$ cat src/rtl/fetch_queue.sv
// Instruction fetch queue: owns the fetch PC, issues imem word requests
// and buffers returned (pc, inst) pairs ahead of the IF/ID register.
module fetch_queue #(
  parameter int          IMEM_ADDR_WIDTH = 10,
  parameter int          FQ_DEPTH        = 4,
  parameter logic [31:0] RESET_PC        = 32'h0
) (
  input  logic                       clk,
  input  logic                       reset_b,
  input  logic                       redirect,
  input  logic [31:0]                redirect_pc,
  output logic                       imem_req,
  output logic [IMEM_ADDR_WIDTH-1:0] imem_addr,
  input  logic                       imem_ack,
  input  logic [31:0]                imem_rdata,
  output logic                       fq_valid,
  output logic [31:0]                fq_pc,
  output logic [31:0]                fq_inst,
  input  logic                       fq_ready
);

  localparam int PW = $clog2(FQ_DEPTH);
  localparam int CW = PW + 1;

  typedef enum logic [1:0] {
    IDLE = 2'd0,
    REQ  = 2'd1,
    DROP = 2'd2
  } state_e;

  state_e          state_q, state_d;
  logic [31:0]     fetch_pc_q, fetch_pc_d;
  logic [31:0]     req_pc_q, req_pc_d;
  logic [PW-1:0]   rd_ptr_q, rd_ptr_d;
  logic [PW-1:0]   wr_ptr_q, wr_ptr_d;
  logic [CW-1:0]   count_q, count_d;
  logic [31:0]     pc_mem_q [FQ_DEPTH];
  logic [31:0]     inst_mem_q [FQ_DEPTH];

  logic [31:0]     rpc;
  logic            enq;
  logic            deq;
  logic [CW-1:0]   cnt_nxt;
  logic            has_room;
  logic            unused_ok;

  assign unused_ok = ^redirect_pc[1:0];
  assign rpc       = {redirect_pc[31:2], 2'b00};
  assign deq       = (count_q != '0) && fq_ready;
  assign enq       = (state_q == REQ) && imem_ack && !redirect;
  assign cnt_nxt   = count_q + CW'(enq) - CW'(deq);
  assign has_room  = cnt_nxt < CW'(FQ_DEPTH);

  always_comb begin
    state_d    = state_q;
    fetch_pc_d = fetch_pc_q;
    req_pc_d   = req_pc_q;
    rd_ptr_d   = rd_ptr_q;
    wr_ptr_d   = wr_ptr_q;
    count_d    = cnt_nxt;
    if (redirect) begin
      count_d    = '0;
      rd_ptr_d   = '0;
      wr_ptr_d   = '0;
      fetch_pc_d = rpc;
    end else begin
      rd_ptr_d = rd_ptr_q + PW'(deq);
      wr_ptr_d = wr_ptr_q + PW'(enq);
      if (enq) fetch_pc_d = fetch_pc_q + 32'd4;
    end
    unique case (state_q)
      IDLE: begin
        if (redirect) begin
          state_d  = REQ;
          req_pc_d = rpc;
        end else if (has_room) begin
          state_d  = REQ;
          req_pc_d = fetch_pc_q;
        end
      end
      REQ: begin
        if (imem_ack) begin
          if (redirect) begin
            req_pc_d = rpc;
          end else if (has_room) begin
            req_pc_d = fetch_pc_q + 32'd4;
          end else begin
            state_d = IDLE;
          end
        end else if (redirect) begin
          // request stays up at the stale address; its data is dropped
          state_d = DROP;
        end
      end
      DROP: begin
        if (imem_ack) begin
          state_d  = REQ;
          req_pc_d = redirect ? rpc : fetch_pc_q;
        end
      end
      default: state_d = IDLE;
    endcase
  end

  always_ff @(posedge clk or negedge reset_b) begin
    if (!reset_b) begin
      state_q    <= IDLE;
      fetch_pc_q <= RESET_PC;
      req_pc_q   <= RESET_PC;
      rd_ptr_q   <= '0;
      wr_ptr_q   <= '0;
      count_q    <= '0;
      for (int i = 0; i < FQ_DEPTH; i++) begin
        pc_mem_q[i]   <= '0;
        inst_mem_q[i] <= '0;
      end
    end else begin
      state_q    <= state_d;
      fetch_pc_q <= fetch_pc_d;
      req_pc_q   <= req_pc_d;
      rd_ptr_q   <= rd_ptr_d;
      wr_ptr_q   <= wr_ptr_d;
      count_q    <= count_d;
      if (enq) begin
        pc_mem_q[wr_ptr_q]   <= req_pc_q;
        inst_mem_q[wr_ptr_q] <= imem_rdata;
      end
    end
  end

  assign imem_req  = (state_q != IDLE);
  assign imem_addr = req_pc_q[IMEM_ADDR_WIDTH+1:2];
  assign fq_valid  = (count_q != '0);
  assign fq_pc     = pc_mem_q[rd_ptr_q];
  assign fq_inst   = inst_mem_q[rd_ptr_q];

endmodule

$ cat config.mk
export PLATFORM = sky130hd
export DESIGN_NAME = fetch_queue
export DESIGN_NICKNAME = d
export VERILOG_FILES = /design/src/rtl/fetch_queue.sv
export SDC_FILE = /design/constraint.sdc
export NUM_CORES = 1
export LEC_CHECK = 0
export ABC_CLOCK_PERIOD_IN_PS = 3300
export CAP_MARGIN = 5
export CORE_UTILIZATION = 32
export CTS_CLUSTER_SIZE = 20
export DETAILED_ROUTE_END_ITERATION = 8
export PLACE_DENSITY_LB_ADDON = 0.12
export SYNTH_ARGS = -nofsm -noshare
export SYNTH_HDL_FRONTEND = slang
export SYNTH_SLANG_ARGS = --single-unit
$ cat constraint.sdc
create_clock -name clk -period 3.3 [get_ports clk]
set_clock_uncertainty 0.1 [all_clocks]
set_input_delay 0.33 -clock clk [delete_from_list [all_inputs] [get_ports clk]]
set_output_delay 0.33 -clock clk [all_outputs]
set_load 0.05 [all_outputs]
==> impl_metrics.tcl, run 1 <==
set metrics [dict create \
    layout.cells.non_filler 1886 \
    clk_pin_slew_ns 0.06 \
    cts_tree "built" \
    path_max_fanout 12 \
    via_count 9543 \
    setup_viol 0 \
    min_from "redirect" \
    fmax_mhz 314 \
    dieArea_um2 48800 \
    antenna_found_initial 0 \
    place.gp.congestion 0.742 \
    place_inst 1811 \
    area_growth_syn_to_layout_pct 24.0 \
    tightest_slew_ns 0.867 \
    hold_path_end "rd_ptr_q[1]$_DFF_PN0_" \
    core_area_um2 47000 \
    syn_avg_cell_area_um2 13.9 \
    nets 1323 \
    synth-edff-count 0 \
    most-common-layout-cells "327 x dfrtp_1, 270 x mux2_2, 140 x clkdlybuf4s50_1" \
    layout-drive-gt1-share 0.366 \
    worstPathRequired_ns 3.64 \
    synth_area_um2 15300 \
    min_period_ns 3.18 \
    cts_buffers 41 \
    synth_xor_area_frac 0.00775 \
    peakVddDrop_uv 396 \
    synthCells 1100 \
    pre_cts_ws_ns -0.285 \
    h-tree-depth 2 \
    cp-end-kind "register" \
    routedWlPerCell_um 20.5 \
    seqCellArea_um2 8240 \
    drt_pass1_iterations 4 \
    power_density_nw_per_um2 946 \
    synthMuxAreaShare 0.299 \
    crit_path_start_kind "register" \
    gr-total-overflow 0 \
    finalCritPeriodShare 0.964 \
    async_reset_ff_frac 1.00 \
    io_pins 145 \
    drt_iter0_markers 518 \
    synth_seq_cells 329 \
    timing.rr.end "req_pc_q[25]$_DFFE_PN0P_" \
    grt_max_degree 102 \
    synthSimpleGateAreaFrac 0.0700 \
    multi_input_area_um2 6670 \
    slew_headroom 0.422 \
    post-dp-hpwl_um 25000 \
    status "complete, no violations" \
    vias_per_cell 5.06 \
    yosysWarnings 0 \
    clk_latency_ns 0.55 \
    leakage_uw 0.00832 \
    die-height_um 221 \
    port_buffers 142 \
    synth.distinct_cells 64 \
    cts_setup_buffers 0 \
    cts_sinks 329 \
    synthFlopType "dfrtp_1" \
    finalHoldViolations 0 \
    clockBufferDepth 3 \
    grt_first_pass_wirelength_um 63100 \
    layout_commonest_cell "dfrtp_1" \
    cts_root_buffer "clkbuf_16" \
    r2r_cells 12 \
    synth_top_family_by_area "multiplexers" \
    hp-class "input port to register" \
    drv_slew 0 \
    fp-row-count 79 \
    arrival_ns 3.52 \
    whs_path_depth 3 \
    grt_setup_unrepaired "yes" \
    ys_seq_area_frac 0.537 \
    die_x_um 221 \
    antenna_cells 0 \
    synthAdderAreaFrac 0.00538 \
    reg2reg_from "count_q[1]$_DFF_PN0_" \
    ant_nets 0 \
    setup_ws_ns 0.120 \
    whs_ns 0.236 \
    grt_util_all_layers 0.166 \
    synth-compound-area-share 0.0506 \
    first_global_vias 10400 \
    fillCellCount 4369 \
    max-cap-violations 0 \
    critical_path_class "register to register" \
    ff2ff_setup_slack_ns 0.12 \
    routed_wl_um 38700 \
    start_util 0.327 \
    drc_errors 0 \
    syn_nets 1175 \
]
[how the worst max path moves through the flow]
stage / startpoint / end / depth (start not counted) / slack (ns)
floorplan: count_q[1]$_DFF_PN0_ / req_pc_q[25]$_DFFE_PN0P_ / 12 / 0.04
global placement: imem_ack / req_pc_q[1]$_DFFE_PN0P_ / 12 / -0.22
detailed placement: imem_ack / req_pc_q[0]$_DFFE_PN0P_ / 12 / -0.29
CTS: count_q[1]$_DFF_PN0_ / req_pc_q[10]$_DFFE_PN0P_ / 12 / 0.03
global route: count_q[1]$_DFF_PN0_ / req_pc_q[25]$_DFFE_PN0P_ / 12 / -0.07
finish: count_q[1]$_DFF_PN0_ / req_pc_q[25]$_DFFE_PN0P_ / 12 / 0.12
[synth_stat cells, drive strengths merged (3+ instances only)]
cell | count | area, µm²
o31ai | 3 | 22.5
or3 | 3 | 18.8
o2bb2ai | 3 | 26.3
a221oi | 6 | 52.6
nor2b | 12 | 75.1
a21boi | 5 | 37.5
xnor2 | 6 | 52.6
mux2 | 272 | 3060
inv | 13 | 48.8
a311oi | 4 | 35.0
nand2 | 49 | 184
a21oi | 15 | 75.1
nand4 | 8 | 71.3
nor2 | 49 | 186
dfrtp | 329 | 8230
a22o | 4 | 35.0
ha | 5 | 62.6
nor4 | 8 | 80.1
a31o | 5 | 43.8
o21ai | 29 | 145
a41oi | 3 | 26.3
o21a | 3 | 22.5
a31oi | 8 | 50.1
nand2b | 5 | 31.3
nor3 | 15 | 91.3
clkbuf | 22 | 85.1
mux2i | 8 | 80.1
a211oi | 10 | 75.1
mux4 | 64 | 1440
xor2 | 5 | 43.8
nand3 | 28 | 145
a21o | 5 | 37.5
and3 | 5 | 31.3
and2 | 6 | 37.5
and3b | 3 | 26.3
buf | 60 | 338
nand3b | 4 | 42.5
[per-stage QoR]
stage,area (µm²),setup TNS [ns],utilization,total power [µW]
after floorplan,15300,0,-,11000
after global placement,17600,-3.39,0.374,13300
after detailed placement,17600,-4.86,0.374,13400
after CTS,19000,0,0.405,18300
after global routing,19000,-0.451,0.405,19000
final,19000,0,0.405,18000
[metal layers]
layer	vias up	part of all wire	track usage	wire [µm]
met3	44	0.036	0.0289	1380
li1	4370	-	-	-
met1	4945	0.48	0.234	18600
met2	184	0.46	0.260	18000
met4	0	0.020	0.0487	777
met5	-	0	0	0
[flip-flops by register name, indices dropped and copies added (netlist names)]
signal	count
pc_mem_q	128
inst_mem_q	128
count_q	3
req_pc_q	32
wr_ptr_q	2
state_q	2
fetch_pc_q	32
rd_ptr_q	2
[critical path, cell delays in order, from the launching register on]
cell	delay, ns
dfrtp_1	0.38
or3_4	0.39
and2_1	0.19
ha_1	0.28
inv_1	0.06
ha_1	0.13
inv_1	0.05
fa_1	0.36
xnor3_1	0.26
o32ai_4	0.35
buf_4	0.25
a21oi_1	0.05
a22o_1	0.22
[power by group]
| part | leakage (µW) | total [µW] | switching (µW) | internal [µW] |
|---|---|---|---|---|
| registers | 0.00426 | 6010 | 850 | 5160 |
| clock network | 0.000706 | 4730 | 1790 | 2940 |
| logic | 0.00335 | 7250 | 4120 | 3130 |
| total | 0.00832 | 18000 | 6760 | 11200 |
[repair_timing]
item                                    CTS  global route
hold buffers                              1             0
resized for setup                         0             2
endpoints found under the setup margin    0            20
endpoints found under the hold margin    93             0
[layout make-up]
type	count	area share
multi-input cells	676	0.350
flip-flops and latches	329	0.433
inverters	13	0.00257
clock buffers	61	0.0659
well taps	607	0.0399
clock inverters	13	0.00921
repair buffers	187	0.0987
[kinds of logic (layout without fill, tap and decap cells)]
group	after synthesis	after routing
buf+inv	95	274
fa+ha+maj	6	6
mux	344	344
compound gates	113	113
simple gates	201	201
flops	329	329
xor+xnor	12	12
No activity file was read; power rests on OpenSTA's default activity.
==> run 2, diff against run 1 <==
--- a/config.mk
+++ b/config.mk
@@ -11,6 +11,7 @@
 export CTS_CLUSTER_SIZE = 20
 export DETAILED_ROUTE_END_ITERATION = 8
 export PLACE_DENSITY_LB_ADDON = 0.12
+export SETUP_SLACK_MARGIN = 0.4
 export SYNTH_ARGS = -nofsm -noshare
 export SYNTH_HDL_FRONTEND = slang
 export SYNTH_SLANG_ARGS = --single-unit
==> run 2 against run 1 <==
  * Via count up 0.91%
  * Clock power is 6.6% lower
  * Power is 1.1% lower
  * Core utilization grew 0.36 points
  * Global-route usage shrank 0.34 points
  * Maximum frequency up 5.2%
  * Hold slack improved by 0.0044 ns
  * First-iteration DRC count decreased by 7.5%
  * Worst setup slack better by 0.16 ns
  * Routed wire length rose by 0.52%
  * Critical path depth grew 1
  * Register-to-register slack better by 0.16 ns
  * Largest cell class unchanged
==> impl_metrics.tcl, run 2 (synthesis results as in run 1) <==
set metrics [dict create \
    status "complete, no violations" \
    finalHoldViolations 0 \
    finalCritPeriodShare 0.916 \
    fillCellCount 4371 \
    place.gp.congestion 0.775 \
    grt_max_degree 92 \
    h-tree-depth 2 \
    layout-drive-gt1-share 0.385 \
    core_area_um2 47000 \
    min_period_ns 3.02 \
    cts_buffers 40 \
    drt_pass1_iterations 4 \
    first_global_vias 10200 \
    drt_iter0_markers 479 \
    clk_latency_ns 0.55 \
    grt_first_pass_wirelength_um 61700 \
    fmax_mhz 331 \
    nets 1335 \
    clk_pin_slew_ns 0.06 \
    whs_ns 0.240 \
    setup_viol 0 \
    crit_path_start_kind "register" \
    routed_wl_um 38900 \
    die-height_um 221 \
    io_pins 145 \
    layout_commonest_cell "dfrtp_1" \
    port_buffers 142 \
    hp-class "input port to register" \
    critical_path_class "register to register" \
    power_density_nw_per_um2 927 \
    cts_tree "built" \
    antenna_cells 0 \
    drv_slew 0 \
    grt_util_all_layers 0.162 \
    dieArea_um2 48800 \
    via_count 9630 \
    most-common-layout-cells "327 x dfrtp_1, 270 x mux2_2, 76 x clkdlybuf4s50_1" \
    vias_per_cell 5.08 \
    cts_root_buffer "clkbuf_16" \
    antenna_found_initial 0 \
    fp-row-count 79 \
    max-cap-violations 0 \
    gr-total-overflow 0 \
    area_growth_syn_to_layout_pct 25.1 \
    path_max_fanout 7 \
    ant_nets 0 \
    peakVddDrop_uv 399 \
    p_total_uw 17800 \
    grt_setup_unrepaired "yes" \
    reg.largest.list "inst_mem_q (128), pc_mem_q (128)" \
    slew_headroom 0.468 \
    post-dp-hpwl_um 24500 \
    arrival_ns 3.37 \
    leakage_uw 0.00856 \
    die_x_um 221 \
    start_util 0.327 \
    cts_sinks 329 \
    cp-end-kind "register" \
    tightest_slew_ns 0.798 \
    worstPathRequired_ns 3.65 \
    clockBufferDepth 3 \
    drc_errors 0 \
    routedWlPerCell_um 20.5 \
]
[run 2: changes by cell type in the layout (fill, tap and decap cells not counted), moves of 6 or more]
cell and delta:
buf_12 +6, clkdlybuf4s50_1 -64, dlygate4sd2_1 +64, nand2_1 -7, o21ai_0 -10, o21ai_1 +6
[run 2: path summary, 6_finish.rpt]
check                      depth (start not counted)                   startpoint                           to  slack (ns)
setup / recovery                                  13         count_q[0]$_DFF_PN0_     req_pc_q[10]$_DFFE_PN0P_        0.28
hold / removal                                     3                     redirect        wr_ptr_q[1]$_DFF_PN0_        0.24
setup reg to reg                                  13         count_q[0]$_DFF_PN0_     req_pc_q[10]$_DFFE_PN0P_        0.28
hold reg to reg                                    1  inst_mem_q[104]$_DFFE_PN0P_  inst_mem_q[104]$_DFFE_PN0P_        0.39
max in group asynchronous                          3                      reset_b  inst_mem_q[120]$_DFFE_PN0P_        2.00
min in group asynchronous                          2                      reset_b   inst_mem_q[72]$_DFFE_PN0P_        0.30
[run 2: power by group]
part	switching [µW]	internal (µW)	total, µW	leakage [µW]
clock	1740	2680	4420	0.000650
sequential	843	5160	6000	0.00426
combinational	4260	3110	7370	0.00364
total	6840	11000	17800	0.00856
[run 2: layer usage]
layer | global-route usage | part of all wire
met5 | 0 | 0
met1 | 0.222 | 0.46
met3 | 0.0285 | 0.039
met4 | 0.0526 | 0.021
met2 | 0.261 | 0.48
[run 2: worst max-delay path, stage by stage, from the launching register on]
cell,delay [ns]
dfrtp_1,0.37
or3_4,0.39
and2_4,0.16
ha_4,0.20
inv_2,0.06
ha_4,0.11
inv_2,0.03
fa_2,0.34
xnor3_2,0.28
o32ai_4,0.30
buf_12,0.17
buf_2,0.17
a211oi_1,0.06
a21o_1,0.17
[run 2: area by class of cell]
cell class              count  area [µm²]  area share
well taps                 607         759      0.0396
flip-flops and latches    329        8240       0.429
clock buffers              60        1210      0.0629
clock inverters            12         118     0.00613
multi-input cells         676        6760       0.352
inverters                  13        48.8     0.00254
repair buffers            200        2060       0.107
[run 2: per-stage QoR]
step | setup slack (ns) | cell area (µm²) | utilization | setup TNS, ns | std cells
final | 0.278 | 19200 | 0.409 | 0 | 1897
after global routing | 0.186 | 19200 | 0.409 | 0 | 1897
after CTS | 0.240 | 19000 | 0.404 | 0 | 1887
after detailed placement | -0.0133 | 17700 | 0.376 | -0.0539 | 1811
after global placement | 0.0296 | 17700 | 0.376 | 0 | 1811
after floorplan | 0.261 | 15400 | - | 0 | 1100
[run 2: repair_timing]
action                                 in CTS  in global routing
resized for setup                          77                 23
endpoints found under the hold margin      86                  0
pin swaps                                   2                  2
hold buffers                                1                  0
gates cloned                                0                  4
buffers inserted                            3                  6
setup endpoints to repair                  96                 58
